$ cat config.mk
export PLATFORM = sky130hd
export DESIGN_NAME = pwm_multi
export DESIGN_NICKNAME = d
export VERILOG_FILES = /design/src/rtl/pwm_pkg.sv /design/src/rtl/pwm_chan.sv /design/src/rtl/pwm_multi.sv
export SDC_FILE = /design/constraint.sdc
export NUM_CORES = 1
export LEC_CHECK = 0
export CORE_ASPECT_RATIO = 1.2
export CORE_MARGIN = 2
export CORE_UTILIZATION = 50
export DETAILED_ROUTE_END_ITERATION = 16
export HOLD_SLACK_MARGIN = 0.15
export PLACE_DENSITY = 0.72
export SYNTH_ARGS = -nofsm -noshare
export SYNTH_HDL_FRONTEND = slang
export SYNTH_HIERARCHICAL = 1
export SYNTH_SLANG_ARGS = --single-unit
$ cat constraint.sdc
create_clock -name clk -period 6.7 [get_ports clk]
set_input_delay 1.675 -clock clk [delete_from_list [all_inputs] [get_ports clk]]
set_output_delay 1.675 -clock clk [all_outputs]
set_load 0.02 [all_outputs]
$ cat src/rtl/pwm_pkg.sv
// Shared constants and helpers for the multi-channel PWM generator.
package pwm_pkg;

  localparam logic MODE_EDGE   = 1'b0;
  localparam logic MODE_CENTER = 1'b1;

  localparam int DEF_WIDTH     = 8;
  localparam int DEF_CHANNELS  = 4;
  localparam int DUTY_BUS_MAX  = 1024;

  typedef enum logic {
    DIR_UP   = 1'b0,
    DIR_DOWN = 1'b1
  } dir_e;

  // Extracts channel idx's duty from a packed bus zero-extended to DUTY_BUS_MAX bits.
  function automatic logic [31:0] chan_duty(input logic [DUTY_BUS_MAX-1:0] bus,
                                            input int idx, input int width);
    logic [DUTY_BUS_MAX-1:0] sh;
    sh = bus >> (idx * width);
    return sh[31:0] & ((32'd1 << width) - 32'd1);
  endfunction

endpackage

$ cat src/rtl/pwm_chan.sv
// One PWM channel: compares the shared count with its duty and registers the level.
module pwm_chan #(
  parameter int WIDTH = 8
) (
  input  logic             clk,
  input  logic             rst,
  input  logic             en,
  input  logic [WIDTH-1:0] cnt,
  input  logic [WIDTH-1:0] duty,
  input  logic             polarity,
  output logic             pwm_out
);

  always_ff @(posedge clk or posedge rst) begin
    if (rst) begin
      pwm_out <= 1'b0;
    end else if (!en) begin
      pwm_out <= polarity;
    end else begin
      pwm_out <= (cnt < duty) ^ polarity;
    end
  end

endmodule

$ cat src/rtl/pwm_multi.sv
// Multi-channel PWM: shared period counter (edge or centre aligned), shadowed
// period/duty/mode registers that transfer at period boundaries, per-channel outputs.
module pwm_multi
  import pwm_pkg::*;
#(
  parameter int WIDTH    = DEF_WIDTH,
  parameter int CHANNELS = DEF_CHANNELS
) (
  input  logic                      clk,
  input  logic                      rst,
  input  logic                      en,
  input  logic                      load,
  input  logic [WIDTH-1:0]          period,
  input  logic [CHANNELS*WIDTH-1:0] duty,
  input  logic                      mode,
  input  logic [CHANNELS-1:0]       polarity,
  output logic [CHANNELS-1:0]       pwm_out,
  output logic                      period_start,
  output logic                      load_pending
);

  logic [WIDTH-1:0]          cnt;
  dir_e                      dir;
  logic [WIDTH-1:0]          per_a, per_p;
  logic [CHANNELS*WIDTH-1:0] duty_a, duty_p;
  logic                      mode_a, mode_p;
  logic [WIDTH-1:0]          p_eff, p_last;
  logic                      boundary, xfer;
  logic                      fresh;

  always_comb begin
    p_eff    = (per_a == '0) ? WIDTH'(1) : per_a;
    p_last   = p_eff - WIDTH'(1);
    boundary = 1'b0;
    if (en) begin
      if (mode_a == MODE_EDGE) boundary = (cnt == p_last);
      else                     boundary = (cnt == '0) && (dir == DIR_DOWN);
    end
    xfer = !en || boundary;
  end

  // A load landing on a transfer edge bypasses the pending stage entirely.
  always_ff @(posedge clk or posedge rst) begin
    if (rst) begin
      per_a        <= '0;
      duty_a       <= '0;
      mode_a       <= MODE_EDGE;
      per_p        <= '0;
      duty_p       <= '0;
      mode_p       <= MODE_EDGE;
      load_pending <= 1'b0;
    end else if (load && xfer) begin
      per_a        <= period;
      duty_a       <= duty;
      mode_a       <= mode;
      per_p        <= period;
      duty_p       <= duty;
      mode_p       <= mode;
      load_pending <= 1'b0;
    end else if (load) begin
      per_p        <= period;
      duty_p       <= duty;
      mode_p       <= mode;
      load_pending <= 1'b1;
    end else if (xfer && load_pending) begin
      per_a        <= per_p;
      duty_a       <= duty_p;
      mode_a       <= mode_p;
      load_pending <= 1'b0;
    end
  end

  // Centre mode holds each endpoint for two cycles by turning around in place.
  always_ff @(posedge clk or posedge rst) begin
    if (rst) begin
      cnt <= '0;
      dir <= DIR_UP;
    end else if (!en || boundary) begin
      cnt <= '0;
      dir <= DIR_UP;
    end else if (mode_a == MODE_EDGE) begin
      cnt <= cnt + WIDTH'(1);
      dir <= DIR_UP;
    end else if (dir == DIR_UP) begin
      if (cnt == p_last) dir <= DIR_DOWN;
      else               cnt <= cnt + WIDTH'(1);
    end else begin
      cnt <= cnt - WIDTH'(1);
    end
  end

  // fresh marks a cycle holding count 0 of a new period; its pulse lines up with that count's output.
  always_ff @(posedge clk or posedge rst) begin
    if (rst) begin
      fresh        <= 1'b1;
      period_start <= 1'b0;
    end else begin
      fresh        <= xfer;
      period_start <= en && fresh;
    end
  end

  for (genvar i = 0; i < CHANNELS; i++) begin : g_chan
    logic [WIDTH-1:0] duty_ch;
    assign duty_ch = WIDTH'(chan_duty(DUTY_BUS_MAX'(duty_a), i, WIDTH));

    pwm_chan #(.WIDTH(WIDTH)) u_chan (
      .clk      (clk),
      .rst      (rst),
      .en       (en),
      .cnt      (cnt),
      .duty     (duty_ch),
      .polarity (polarity[i]),
      .pwm_out  (pwm_out[i])
    );
  end

endmodule

==> results of run 1 <==
[layout by cell type, fill, tap and decap left out, drive strengths merged, types with 13 or more instances in the layout]
cell and instances:
dfrtp 97, mux2 58, clkdlybuf4s50 53, inv 43
ha 31, nor2 31, o21ai 21, and3 14
clkbuf 13
[cell type report]
type | instances | area (um^2)
Tap cell | 126 | 158
Sequential cell | 98 | 2450
Fill cell | 834 | 4020
Clock buffer | 13 | 240
Clock inverter | 2 | 15.0
Inverter | 44 | 166
Timing Repair Buffer | 56 | 551
Multi-Input combinational cell | 297 | 2460
[power breakdown]
group	switching, uW	total (uW)	leakage [uW]	internal, uW
Clock	205	455	0.000116	250
Combinational	135	289	0.00145	153
Sequential	60.9	727	0.00116	666
[critical path, stage by stage, from the launching register on]
cell	delay [ns]
dfrtp_1	0.47
nor4_4	0.40
a31oi_1	0.20
ha_1	0.31
and2_1	0.20
o21a_1	0.18
o21ai_0	0.13
nand4_1	0.39
o31a_4	0.48
inv_2	0.42
o21ai_2	0.23
a221o_1	0.40
[routing by layer]
| metal | vias up | track usage, % | routed length (um) |
|---|---|---|---|
| met5 | - | 0 | 0 |
| met1 | 1792 | 25.6 | 4910 |
| li1 | 1755 | - | - |
| met3 | 25 | 2.59 | 479 |
| met2 | 116 | 34.1 | 5220 |
| met4 | 0 | 11.1 | 276 |
[per-stage QoR]
step | total power [uW] | setup WS, ns | area (um^2) | hold slack [ns]
6_report | 1470 | 2.74 | 6040 | 0.491
5_1_grt | 1540 | 2.41 | 6040 | 0.510
3_5_place_dp | 1020 | 2.76 | 5790 | 0.477
4_1_cts | 1480 | 2.76 | 6040 | 0.495
2_1_floorplan | 928 | 2.58 | 5180 | 0.458
3_3_place_gp | 1010 | 2.92 | 5790 | 0.474
[worst paths after layout]
path,cells after the start,end,slack (ns)
worst min register to register,1,duty_p[2]$_DFFE_PP0P_,0.49
worst max register to register,11,duty_a[4]$_DFFE_PP0P_,2.74
worst max-delay path,11,duty_a[4]$_DFFE_PP0P_,2.74
max in group asynchronous,3,cnt[6]$_DFFE_PP0P_,3.69
min in group asynchronous,2,g_chan[3].u_chan/pwm_out$_DFF_PP0_,1.62
worst min-delay path,1,duty_p[2]$_DFFE_PP0P_,0.49
[sequential cells by signal (all words and copies together) (netlist names)]
name	count
duty_a	32
duty_p	32
cnt	8
per_a	8
per_p	8
g_chan.u_chan/pwm_out	4
dir	1
fresh	1
load_pending	1
mode_a	1
mode_p	1
period_start	1
[logic make-up (layout without fill, tap and decap cells)]
kind of cell	after synthesis	after routing	synth area share, %
flops	98	98	47.4
simple gates	98	98	10.2
compound gates	91	91	13.9
buf+inv	66	115	5.17
mux	59	59	12.9
fa+ha+maj	31	31	7.49
xor+xnor	18	18	3.04
==> flow_summary_export.csv, run 1 <==
group,metric,value,unit
outcome,status,"complete, no violations",
final_layout,nNetsFinal,586,
drt,wl,10900,um
drt,drt_iter0_markers,204,
sta,max_freq,253,MHz
die,die_area,11200,um^2
grt,grt_pass1_vias,3759,
logic_synthesis,synth_top_cell_area_share,46.9,%
setup_path,critPathCaptureType,"flip-flop",
grt,grt_pass1_wl,17900,um
run,drv_cap,0,
clocking,cts_resized,0,
grt,grt_max_degree,59,
logic_synthesis,synth.distinct_cells,56,
final_layout,post-route-util,60.1,%
worst_hold_path,hold_path.class,"reg -> reg",
logic_synthesis,ys.flop_type,"dfrtp_1",
drt,num_vias,3688,
logic_synthesis,synth_edf_count,0,
logic_synthesis,synth_commonest_cells,"dfrtp_1, mux2_2, inv_1, ha_1, nor2_1",
logic_synthesis,synth-seq-cells,98,
clocking,ctsHoldBuffers,0,
clocking,root_buffer,"clkbuf_16",
sta,fin_crit,3.96,ns
drt,firstDrtPassIters,5,
sta,rsz0062_at_grt,"false",
clocking,cts_setup_buffers,0,
worst_hold_path,hold_start,"duty_p[2]$_DFFE_PP0P_",
sta,final_max_slew_viol_count,0,
logic_synthesis,yosysWarnings,6,
die,core.rowCount,40,
clocking,clkSinkCount,98,
sta,tns,0,ns
logic_synthesis,ys_seq_area_share,47.4,%
logic_synthesis,netlist_area,5180,um^2
sta,max-slew-margin-rel,50.2,%
grt,antenna_found_initial,0,
die,initial_core_util,51.5,%
drt,avgRoutedWirePerCell,17.1,um
clocking,tritoncts,"built",
die,die_h,116,um
clocking,clk_latency,0.35,ns
die,die_x,96.9,um
clocking,htree_levels,3,
final_layout,layout-drive-gt1-share,14.9,%
setup_path,crit_type,"reg -> reg",
pwr,vdd_drop_max,127,uV
logic_synthesis,synth_fp_nets,541,
logic_synthesis,synth.most_common_cell,"dfrtp_1",
die,core_area,10100,um^2
sta,setup_viol,0,
setup_path,crit_start,"per_a[2]$_DFFE_PP0P_",
placed_design,io_buffers,54,
setup_path,cp_max_fo,34,
drt,drc,0,
placed_design,dp_cells,621,
final_layout,n_antenna_cell,0,
setup_path,start_kind,"flip-flop",
sta,worst_slew_pin_slew,0.747,ns
setup_path,crit_required,6.93,ns
clocking,clk_pin_slew,0.06,ns
logic_synthesis,avgSynthCellArea,11.2,um^2
sta,finalCritPeriodShare,59.0,%
setup_path,reg2reg_from,"per_a[2]$_DFFE_PP0P_",
logic_synthesis,async_reset_ff_share,100,%
clocking,cts_made_buffers,9,
setup_path,arrival,4.18,ns
drt,vias_per_cell,5.80,
logic_synthesis,ys_top_cells_by_area,"dfrtp_1, mux2_2, ha_1",
sta,hold_violations,0,
grt,track_usage,20.2,%
placed_design,dpl.hpwl,7750,um
final_layout,syn_to_final_growth,16.6,%
pwr,p_per_area,243,nW/um^2
final_layout,fin_cells,636,
pwr,p_leak,0.00273,uW
grt,grt_overflow,0,
die,pin_count,55,
drt,postRouteAntennaNets,0,
placed_design,gp_congestion,0.919,
clocking,clock_path_buffers,2,
logic_synthesis,synthCells,461,
sta,finalClockSkew,0.00780,ns
logic_synthesis,synth_largest_area_cell,"dfrtp_1",
No activity file was read; power rests on OpenSTA's default activity.
==> run 2: changes to the inputs <==
- PLACE_DENSITY: 0.72 -> 0.75
- clock period: 6.7 -> 3.35 ns (I/O delays scaled with it)
==> run 2 against run 1 <==
Wire length is 6.4% higher; via count is 2.8% higher; clock power is 130% higher; worst hold slack hardly changed; sequential power is 99% higher; non-clock buffer count is 16 higher; critical path type unchanged; largest cell class unchanged; largest power group unchanged; highest routed layer unchanged.
==> flow_summary_export.csv, run 2 (synthesis gave the netlist of run 1 again) <==
group,metric,value,unit
pwr,vdd_drop_max,247,uV
worst_hold_path,hold_path.class,"reg -> reg",
placed_design,gp_congestion,0.896,
sta,worst_slew_pin_slew,0.583,ns
sta,max-slew-margin-rel,60.8,%
setup_path,crit_end,"duty_a[4]$_DFFE_PP0P_",
grt,track_usage,21.9,%
sta,setup_viol,0,
final_layout,layout-drive-gt1-share,18.2,%
drt,firstDrtPassIters,5,
final_layout,design_area,6270,um^2
die,initial_core_util,51.5,%
setup_path,cp_max_fo,11,
sta,max_freq,315,MHz
sta,fin_crit,3.17,ns
die,die_h,116,um
pwr,p_per_area,497,nW/um^2
drt,postRouteAntennaNets,0,
placed_design,dpl.hpwl,8240,um
drt,num_vias,3790,
grt,grt_pass1_wl,19400,um
setup_path,crit_type,"reg -> reg",
setup_path,crit_buf_inv,1,
drt,avgRoutedWirePerCell,17.7,um
final_layout,layout_commonest_cell,"dfrtp_1",
setup_path,cpPeakStageDelay,0.46,ns
final_layout,n_antenna_cell,0,
setup_path,cp_num_cells,11,
setup_path,cp_top_family,"simple AND/OR/NAND/NOR gates",
setup_path,slowest_stage,"dfrtp_1",
placed_design,place_area,5900,um^2
sta,finalClockSkew,0.00673,ns
setup_path,start_kind,"flip-flop",
die,core_area,10100,um^2
clocking,clk_pin_slew,0.06,ns
sta,hold_violations,0,
clocking,root_buffer,"clkbuf_16",
grt,grt_overflow,0,
final_layout,layout_common_cells,"dfrtp_1, clkdlybuf4s50_1, mux2_2",
placed_design,io_buffers,54,
clocking,clock_path_buffers,2,
setup_path,crit_chain,"nor4_4, a31oi_1, ha_1, xor2_1, o221ai_1, nor4_1, nand4_1, buf_4, or3_1, a21oi_4, a221o_1",
grt,grt_max_degree,33,
setup_path,arrival,3.46,ns
clocking,cts_made_buffers,9,
sta,finalCritPeriodShare,94.7,%
run,drv_cap,0,
setup_path,reg2reg_from,"per_a[5]$_DFFE_PP0P_",
pwr,power,3120,uW
clocking,clk_latency,0.35,ns
drt,vias_per_cell,5.80,
clocking,htree_levels,3,
die,die_x,96.9,um
final_layout,reg_top3,"duty_a (32), duty_p (32)",
grt,grt_pass1_vias,3923,
drt,drc,0,
setup_path,crit_start,"per_a[5]$_DFFE_PP0P_",
final_layout,nNetsFinal,602,
setup_path,reg2reg_to,"duty_a[4]$_DFFE_PP0P_",
sta,rsz0062_at_grt,"false",
setup_path,worst-r2r-cell-count,11,
final_layout,syn_to_final_growth,21.1,%
drt,wl,11600,um
die,die_area,11200,um^2
pwr,p_leak,0.00286,uW
clocking,tritoncts,"built",
clocking,clkSinkCount,98,
die,pin_count,55,
outcome,status,"complete, no violations",
drt,drt_iter0_markers,183,
die,core.rowCount,40,
setup_path,crit_required,3.64,ns
setup_path,critPathCaptureType,"flip-flop",
grt,antenna_found_initial,0,
setup_path,regToRegSetupSlack,0.18,ns
sta,final_max_slew_viol_count,0,
-- run 2: power breakdown --
group | switching (uW) | internal, uW | leakage [uW]
logic | 290 | 327 | 0.00155
clock network | 434 | 618 | 0.000145
registers | 118 | 1330 | 0.00116
total | 842 | 2280 | 0.00286
-- run 2: routing by layer --
metal	GRT usage, %	vias up	routed length (um)
li1	-	1781	-
met1	27.6	1872	5070
met2	36.9	113	5640
met3	3.62	24	545
met4	11.4	0	330
met5	0	-	0
-- run 2: how the worst min path moves through the flow --
stage / start / endpoint / cells past startpoint
CTS: duty_a[1]$_DFFE_PP0P_ / duty_a[1]$_DFFE_PP0P_ / 1
global placement: duty_a[7]$_DFFE_PP0P_ / duty_a[7]$_DFFE_PP0P_ / 1
floorplan: duty_a[11]$_DFFE_PP0P_ / duty_a[11]$_DFFE_PP0P_ / 1
detailed placement: duty_a[1]$_DFFE_PP0P_ / duty_a[1]$_DFFE_PP0P_ / 1
finish: duty_a[1]$_DFFE_PP0P_ / duty_a[1]$_DFFE_PP0P_ / 1
global route: duty_p[1]$_DFFE_PP0P_ / duty_p[1]$_DFFE_PP0P_ / 1
-- run 2: repair_timing --
item / CTS / global route
setup endpoints to repair: 25 / 29
buffers inserted: 3 / 1
resized for setup: 0 / 1
pin swaps: 1 / 1
hold buffers: 0 / 0
-- run 2: layout make-up --
type	count	area, um^2
repair buffers	72	721
well taps	126	158
fillers	811	3790
inverters	44	166
flip-flops and latches	98	2450
multi-input cells	297	2470
clock inverters	4	50.0
clock buffers	12	256
-- run 2: per-stage QoR --
step / utilization, % / cells / TNS [ns] / setup slack (ns) / hold WS (ns)
finish: 62.3 / 653 / 0 / 0.179 / 0.491
global route: 62.3 / 653 / 0 / 0.0568 / 0.505
CTS: 62.2 / 652 / 0 / 0.00534 / 0.495
detailed placement: 58.7 / 633 / -0.136 / -0.0220 / 0.480
global placement: 58.7 / 633 / 0 / 0.185 / 0.471
floorplan: - / 461 / 0 / 0.0655 / 0.458
